<file path="config.mk">
export PLATFORM = sky130hd
export DESIGN_NAME = ps2_key_tracker
export DESIGN_NICKNAME = d
export VERILOG_FILES = /design/src/rtl/ps2_key_tracker.sv
export SDC_FILE = /design/constraint.sdc
export NUM_CORES = 1
export LEC_CHECK = 0
export ABC_AREA = 1
export CELL_PAD_IN_SITES_DETAIL_PLACEMENT = 1
export CELL_PAD_IN_SITES_GLOBAL_PLACEMENT = 1
export CORE_AREA = 2 2 86 88
export DETAILED_ROUTE_END_ITERATION = 7
export DIE_AREA = 0 0 88 90
export PLACE_DENSITY_LB_ADDON = 0.1
export SYNTH_ARGS = -nofsm -noshare
export SYNTH_HDL_FRONTEND = slang
export SYNTH_SLANG_ARGS = --single-unit
</file>
<file path="constraint.sdc">
create_clock -name clk -period 2.26 [get_ports clk]
set_input_delay 0.452 -clock clk [delete_from_list [all_inputs] [get_ports clk]]
set_output_delay 0.452 -clock clk [all_outputs]
set_load 0.02 [all_outputs]
</file>
<file path="src/rtl/ps2_key_tracker.sv">
// PS/2 keyboard receiver plus make/break decoder: tracks the last pressed key, held state and press count.
// Latency: decoder outputs update one clk after the 11th PS/2 falling edge is detected (3-flop sync ahead of that).
// Backpressure: none; bytes are consumed as they arrive, and bad frames are dropped with a one-cycle frame_err.
module ps2_key_tracker #(
  parameter int TIMEOUT_CYCLES = 50000
) (
  input  logic       clk,
  input  logic       rst,
  input  logic       ps2_clk,
  input  logic       ps2_data,
  output logic [7:0] scancode,
  output logic       key_down,
  output logic [7:0] press_count,
  output logic       frame_err
);

  localparam int IW = $clog2(TIMEOUT_CYCLES + 1);
  localparam logic [IW-1:0] TMO = IW'(TIMEOUT_CYCLES);

  localparam logic [7:0] BRK_CODE = 8'hF0;
  localparam logic [7:0] EXT_CODE = 8'hE0;

  typedef enum logic [1:0] {IDLE, HELD, BRK} state_t;

  // Synchronizers: index 0 is the newest sample, index 2 the oldest.
  logic [2:0]    ps2c_q, ps2d_q;
  logic          fall;

  // Frame receiver state.
  logic [3:0]    bit_cnt_q, bit_cnt_d;
  logic [9:0]    frame_q, frame_d;
  logic [IW-1:0] idle_q, idle_d;
  logic          err_q, err_d;
  logic          byte_vld;
  logic [7:0]    byte_dat;

  // Decoder state and registered outputs.
  state_t        state_q, state_d;
  logic [7:0]    sc_q, sc_d;
  logic          down_q, down_d;
  logic [7:0]    cnt_q, cnt_d;

  assign fall = ps2c_q[2] & ~ps2c_q[1];

  // Bring the raw keyboard lines into the clk domain; idle level is high.
  always_ff @(posedge clk) begin
    if (rst) begin
      ps2c_q <= 3'b111;
      ps2d_q <= 3'b111;
    end else begin
      ps2c_q <= {ps2c_q[1:0], ps2_clk};
      ps2d_q <= {ps2d_q[1:0], ps2_data};
    end
  end

  // Bit sampling, frame validation on the 11th edge, and partial-frame timeout.
  always_comb begin
    bit_cnt_d = bit_cnt_q;
    frame_d   = frame_q;
    idle_d    = idle_q;
    err_d     = 1'b0;
    byte_vld  = 1'b0;
    byte_dat  = frame_q[8:1];
    if (fall) begin
      // An edge always wins over a coincident timeout.
      idle_d = '0;
      if (bit_cnt_q == 4'd10) begin
        bit_cnt_d = 4'd0;
        // frame_q[0]=start, [8:1]=data LSB first, [9]=parity; current sample is stop.
        if (!frame_q[0] && ps2d_q[2] && (^frame_q[9:1])) begin
          byte_vld = 1'b1;
        end else begin
          err_d = 1'b1;
        end
      end else begin
        bit_cnt_d = bit_cnt_q + 4'd1;
        frame_d   = {ps2d_q[2], frame_q[9:1]};
      end
    end else begin
      // Saturate so a long idle line never wraps back into a false timeout.
      if (idle_q != TMO) begin
        idle_d = idle_q + IW'(1);
      end
      if (idle_q == TMO && bit_cnt_q != 4'd0) begin
        bit_cnt_d = 4'd0;
      end
    end
  end

  // Receiver and decoder registers.
  always_ff @(posedge clk) begin
    if (rst) begin
      bit_cnt_q <= 4'd0;
      frame_q   <= '0;
      idle_q    <= '0;
      err_q     <= 1'b0;
      state_q   <= IDLE;
      sc_q      <= 8'h00;
      down_q    <= 1'b0;
      cnt_q     <= 8'h00;
    end else begin
      bit_cnt_q <= bit_cnt_d;
      frame_q   <= frame_d;
      idle_q    <= idle_d;
      err_q     <= err_d;
      state_q   <= state_d;
      sc_q      <= sc_d;
      down_q    <= down_d;
      cnt_q     <= cnt_d;
    end
  end

  // Decoder next state: one step per accepted byte; E0 is transparent everywhere.
  always_comb begin
    state_d = state_q;
    if (byte_vld && byte_dat != EXT_CODE) begin
      unique case (state_q)
        IDLE:    state_d = (byte_dat == BRK_CODE) ? BRK : HELD;
        HELD:    state_d = (byte_dat == BRK_CODE) ? BRK : HELD;
        BRK:     state_d = IDLE;
        default: state_d = IDLE;
      endcase
    end
  end

  // Decoder outputs: new press loads the code and bumps the count; break clears key_down.
  always_comb begin
    sc_d   = sc_q;
    down_d = down_q;
    cnt_d  = cnt_q;
    if (byte_vld && byte_dat != EXT_CODE) begin
      unique case (state_q)
        IDLE: begin
          if (byte_dat != BRK_CODE) begin
            sc_d   = byte_dat;
            down_d = 1'b1;
            cnt_d  = cnt_q + 8'd1;
          end
        end
        HELD: begin
          // Same code again is typematic repeat, not a new press.
          if (byte_dat != BRK_CODE && byte_dat != sc_q) begin
            sc_d  = byte_dat;
            cnt_d = cnt_q + 8'd1;
          end
        end
        BRK: begin
          down_d = 1'b0;
        end
        default: begin
          down_d = down_q;
        end
      endcase
    end
  end

  assign scancode    = sc_q;
  assign key_down    = down_q;
  assign press_count = cnt_q;
  assign frame_err   = err_q;

endmodule
</file>
==> summary by stage, run 1 <==
Global routing
The via count of the first global-routing pass is 2419. Global routing finished with a remaining overflow of 0. The largest net degree at the start of global routing is 30. The initial antenna violation count is 0. The wire length of the first global-routing pass is ~11000 microns.

The total routing usage reported by global routing is about 17%.

Die
The core footprint is ~7000 sq um. The die is 88 microns wide. The initialized floorplan defines 31 standard-cell rows.

The die covers a little under 8000 sq um. The initial utilization of the core area, before any placement, comes to 38.60%. The die is 90 microns tall. The boundary pin count is 22.

Cells and area
Fill cells in the final layout number 881. The fraction of layout instances using a drive strength above 1 is 9.819%. The number of antenna diodes in the final layout is 0. The post-synthesis to final-layout area growth is 16.90%. The net count of the finished layout is about 400.

Timing
The total of endpoints with negative setup slack in the final report is 0. The number of hold violations in the final report is 0. The count of final max-slew check failures is 0. The achievable frequency is 483.6 MHz. Setup repair after global routing left no endpoint under its margin. The worst hold slack is 0.4125 ns. The shortest clock period the worst path allows after layout is roughly 2.1 ns. The worst path uses 91.49% of the clock period. The final total negative setup slack is 0 ns. For the pin with the worst max-slew slack, the measured transition is 0.4495 ns. The clock skew is 0.007517 ns.

The headroom to the max-slew limit is around 70%.

Flow run
Across the run, the number of max-cap violations was 0.

Yosys
Ranked by instance count, the synthesized netlist is headed by sky130_fd_sc_hd__dfxtp_1 (56), sky130_fd_sc_hd__nand2_1 (56), sky130_fd_sc_hd__a21oi_1 (43). Yosys attributes the largest share of cell area to sky130_fd_sc_hd__dfxtp_1 (41%), sky130_fd_sc_hd__a21oi_1 (7.9%), sky130_fd_sc_hd__nand2_1 (7.8%). The top cell type by area accounts for 41.37% of the synthesized area. The number of nets in the synthesized netlist is around 370. In the synthesized netlist the async set-or-reset flop fraction comes to 0%. After synthesis, the netlist uses 28 different library cells. Counting every instance in the synthesized netlist gives 356. Yosys mapped a number of flops with a built-in enable equal to 0.

The count of yosys warnings during synthesis is 0. The synthesized design spends more area on one cell type than any other, namely sky130_fd_sc_hd__dfxtp_1. After synthesis the netlist holds a flip-flop and latch count of 56. After synthesis, the mean cell area works out to between 7 and 8 sq um. The share of synthesized area occupied by flip-flops and latches is 41.37%. The most used flip-flop cell after synthesis is sky130_fd_sc_hd__dfxtp_1. In this run the cell area of the synthesized design comes to 2710 sq um.

Drt
The first routing iteration left 73 violations. The final wirelength is 6088 microns. The via count is approximately 2400.

Dividing the detail-routed via count by the number of cells gives 4.893. The detailed-route wire length per cell is 12.53 microns. The detailed-route DRC error count is 0. The post-route antenna net violation count is 0. The total iterations of the first detailed-routing run is 4.

Power and ir drop
In this run switching power makes up 24.59% of total power. The standby leakage power is between 0.001 and 0.0015 uW. For this design the total switching power over the nets is 426.3 uW.

Cell internal power was estimated by the tool at 1307 uW. Dividing total power by cell area gives a power density of 547.2 nW/um^2. The share of power burned in the clock network is about 33%. IR analysis of the VDD net gives a maximum drop of 223.0 uV. The sequential group share of total power is 58.8%.

The logic gate share of total power is 8.1%. The completed layout was analyzed and its total power is 1733 uW.

CTS
TritonCTS built the clock tree. TritonCTS created 5 clock buffers. The root buffer cell is sky130_fd_sc_hd__clkbuf_8. In this run the number of H-tree levels came out at 2. Post-CTS repair changed the size of 0 cells. The clock transition at the register clock pins on the worst setup and hold paths after CTS is 0.10 ns. The maximum clock path buffer count is 2. CTS saw 56 sinks.

For this design, the CTS-stage hold fixing added 0 buffers. The number of buffers added for setup after CTS is 0. The later pin in the worst-skew pair is clocked with a latency of 0.31 ns.

Status
The run finished with clean final reports.

Worst setup path
In this design, the stage delay of the slowest critical-path cell is 0.41 ns. The sort of element at the end of the critical path is a register. Data arrives at the worst endpoint at 2.30 ns.

The critical path goes through inv_1 -> ha_1 -> nand2_1 -> inv_1 -> nor2_1 -> nand3_1 -> nand2_1 -> nand3_4 -> nor2_8 -> buf_4 -> nand3_1 -> a21oi_1. Along the worst path, the maximum fanout reaches 9. The critical path in this run is classified as register to register. STA classifies the critical path startpoint as a register. Among all stages on the critical path, the largest delay is contributed by sky130_fd_sc_hd__dfxtp_1. At the worst endpoint, the required time is around 2.5 ns.

Placement
The detailed-placement wirelength estimate is roughly 4600 microns. At the end of routability-driven placement, the weighted congestion stood at around 0.76. The number of input and output port buffers inserted is 21.

Worst hold path
The class of the tightest hold or removal check is register to register.
-- cells by family (layout without fill, tap and decap cells) --
family | after synthesis | after routing | share of synthesized area [%]
flops | 56 | 56 | 41.37
compound gates | 65 | 65 | 12.19
simple gates | 155 | 155 | 27.65
xor+xnor | 19 | 19 | 6.140
fa+ha+maj | 11 | 11 | 5.078
buf+inv | 50 | 81 | 7.571
-- critical path, delay by kind of cell (launching register included) --
| kind | cells | cell delay (ns) |
|---|---|---|
| buffers and inverters | 3 | 0.30 |
| AO/OA/AOI/OAI | 1 | 0.17 |
| AND/OR/NAND/NOR | 7 | 0.78 |
| flip-flops | 1 | 0.41 |
| adder cells (fa/ha/maj) | 1 | 0.32 |
-- power groups by stage --
stage / clock, uW / sequential [uW] / combinational (uW)
final: 574 / 1020 / 141
after global placement: 0 / 1040 / 141
after CTS: 606 / 1020 / 145
after floorplan: 0 / 1040 / 99.0
after detailed placement: 0 / 1040 / 144
after global routing: 636 / 1020 / 163
-- sequential cells by signal (all words and copies together), names as in the netlist --
signal / cells
press_count: 8
key_down: 1
frame_err: 1
ps2d_q: 3
scancode: 8
ps2c_q: 3
state_q: 2
bit_cnt_q: 4
idle_q: 16
frame_q: 10
-- metrics by stage --
| step | area, sq um | setup slack, ns | util (%) | std cells |
|---|---|---|---|---|
| global route | 3168 | 0.0006153 | 45.13 | 486 |
| CTS | 3168 | 0.1544 | 45.13 | 486 |
| floorplan | 2710 | 0.4151 | - | 356 |
| detailed placement | 3075 | 0.1985 | 43.81 | 478 |
| finish | 3168 | 0.1923 | 45.13 | 486 |
| global placement | 3075 | 0.2672 | 43.81 | 478 |
-- worst paths after layout --
path                                   end  depth (start not counted)                    start  slack, ns
hold / removal        ps2c_q[1]$_SDFF_PP1_                          1     ps2c_q[0]$_SDFF_PP1_       0.41
setup / recovery  scancode[4]$_SDFFE_PP0P_                         12  frame_q[2]$_SDFFE_PP0P_       0.19
setup reg to reg  scancode[4]$_SDFFE_PP0P_                         12  frame_q[2]$_SDFFE_PP0P_       0.19
hold reg to reg       ps2c_q[1]$_SDFF_PP1_                          1     ps2c_q[0]$_SDFF_PP1_       0.41
-- final cells by class --
class / count / area (sq um) / area share [%]
multi-input cells: 250 / 1384 / 43.68
inverters: 41 / 153.9 / 4.858
clock buffers: 6 / 82.58 / 2.607
clock inverters: 2 / 10.01 / 0.3160
well taps: 99 / 123.9 / 3.910
repair buffers: 32 / 292.8 / 9.242
flip-flops and latches: 56 / 1121 / 35.39
-- cell usage in the layout, fill, tap and decap left out --
cell type,instances
sky130_fd_sc_hd__nor4_1,1
sky130_fd_sc_hd__nand2_1,56
sky130_fd_sc_hd__a211oi_1,1
sky130_fd_sc_hd__nand3_4,1
sky130_fd_sc_hd__clkinv_2,2
sky130_fd_sc_hd__inv_2,1
sky130_fd_sc_hd__clkdlybuf4s50_1,21
sky130_fd_sc_hd__xnor2_1,11
sky130_fd_sc_hd__dfxtp_1,56
sky130_fd_sc_hd__ha_1,11
sky130_fd_sc_hd__nor2_1,29
sky130_fd_sc_hd__nand2_4,1
sky130_fd_sc_hd__buf_4,11
sky130_fd_sc_hd__o21a_1,1
sky130_fd_sc_hd__or2_2,7
sky130_fd_sc_hd__inv_1,40
sky130_fd_sc_hd__nor3b_1,1
sky130_fd_sc_hd__clkbuf_8,6
sky130_fd_sc_hd__xor2_1,8
sky130_fd_sc_hd__nor2_8,1
sky130_fd_sc_hd__nand3_1,36
sky130_fd_sc_hd__nand2_2,3
sky130_fd_sc_hd__a21oi_1,43
sky130_fd_sc_hd__nand4_1,8
sky130_fd_sc_hd__nor3_2,1
sky130_fd_sc_hd__nor3_1,6
sky130_fd_sc_hd__nor2_4,2
sky130_fd_sc_hd__o21ai_0,20
sky130_fd_sc_hd__nor2_2,2
-- layer usage --
| layer | routed length (microns) | vias up | share of wire (%) | GRT usage (%) |
|---|---|---|---|---|
| met4 | 75 | 0 | 1.2 | 4.615 |
| li1 | - | 1218 | - | - |
| met2 | 3104 | 15 | 51 | 29.61 |
| met1 | 2815 | 1138 | 46 | 21.50 |
| met5 | 0 | - | 0 | 0 |
| met3 | 93 | 7 | 1.5 | 2.755 |
Note: power is estimated with default switching activity, not from simulation.
==> inputs of run 2 (changes only) <==
Settings changed: GPL_ROUTABILITY_DRIVEN set to 0.
==> results of run 2 <==
No change in the layout: final DEF, timing and power equal those of run 1.
==> inputs of run 3 (changes only) <==
Settings changed: SKIP_LAST_GASP set to 1, TNS_END_PERCENT set to 1.
==> results of run 3 <==
No change in the layout: final DEF, timing and power equal those of run 1.
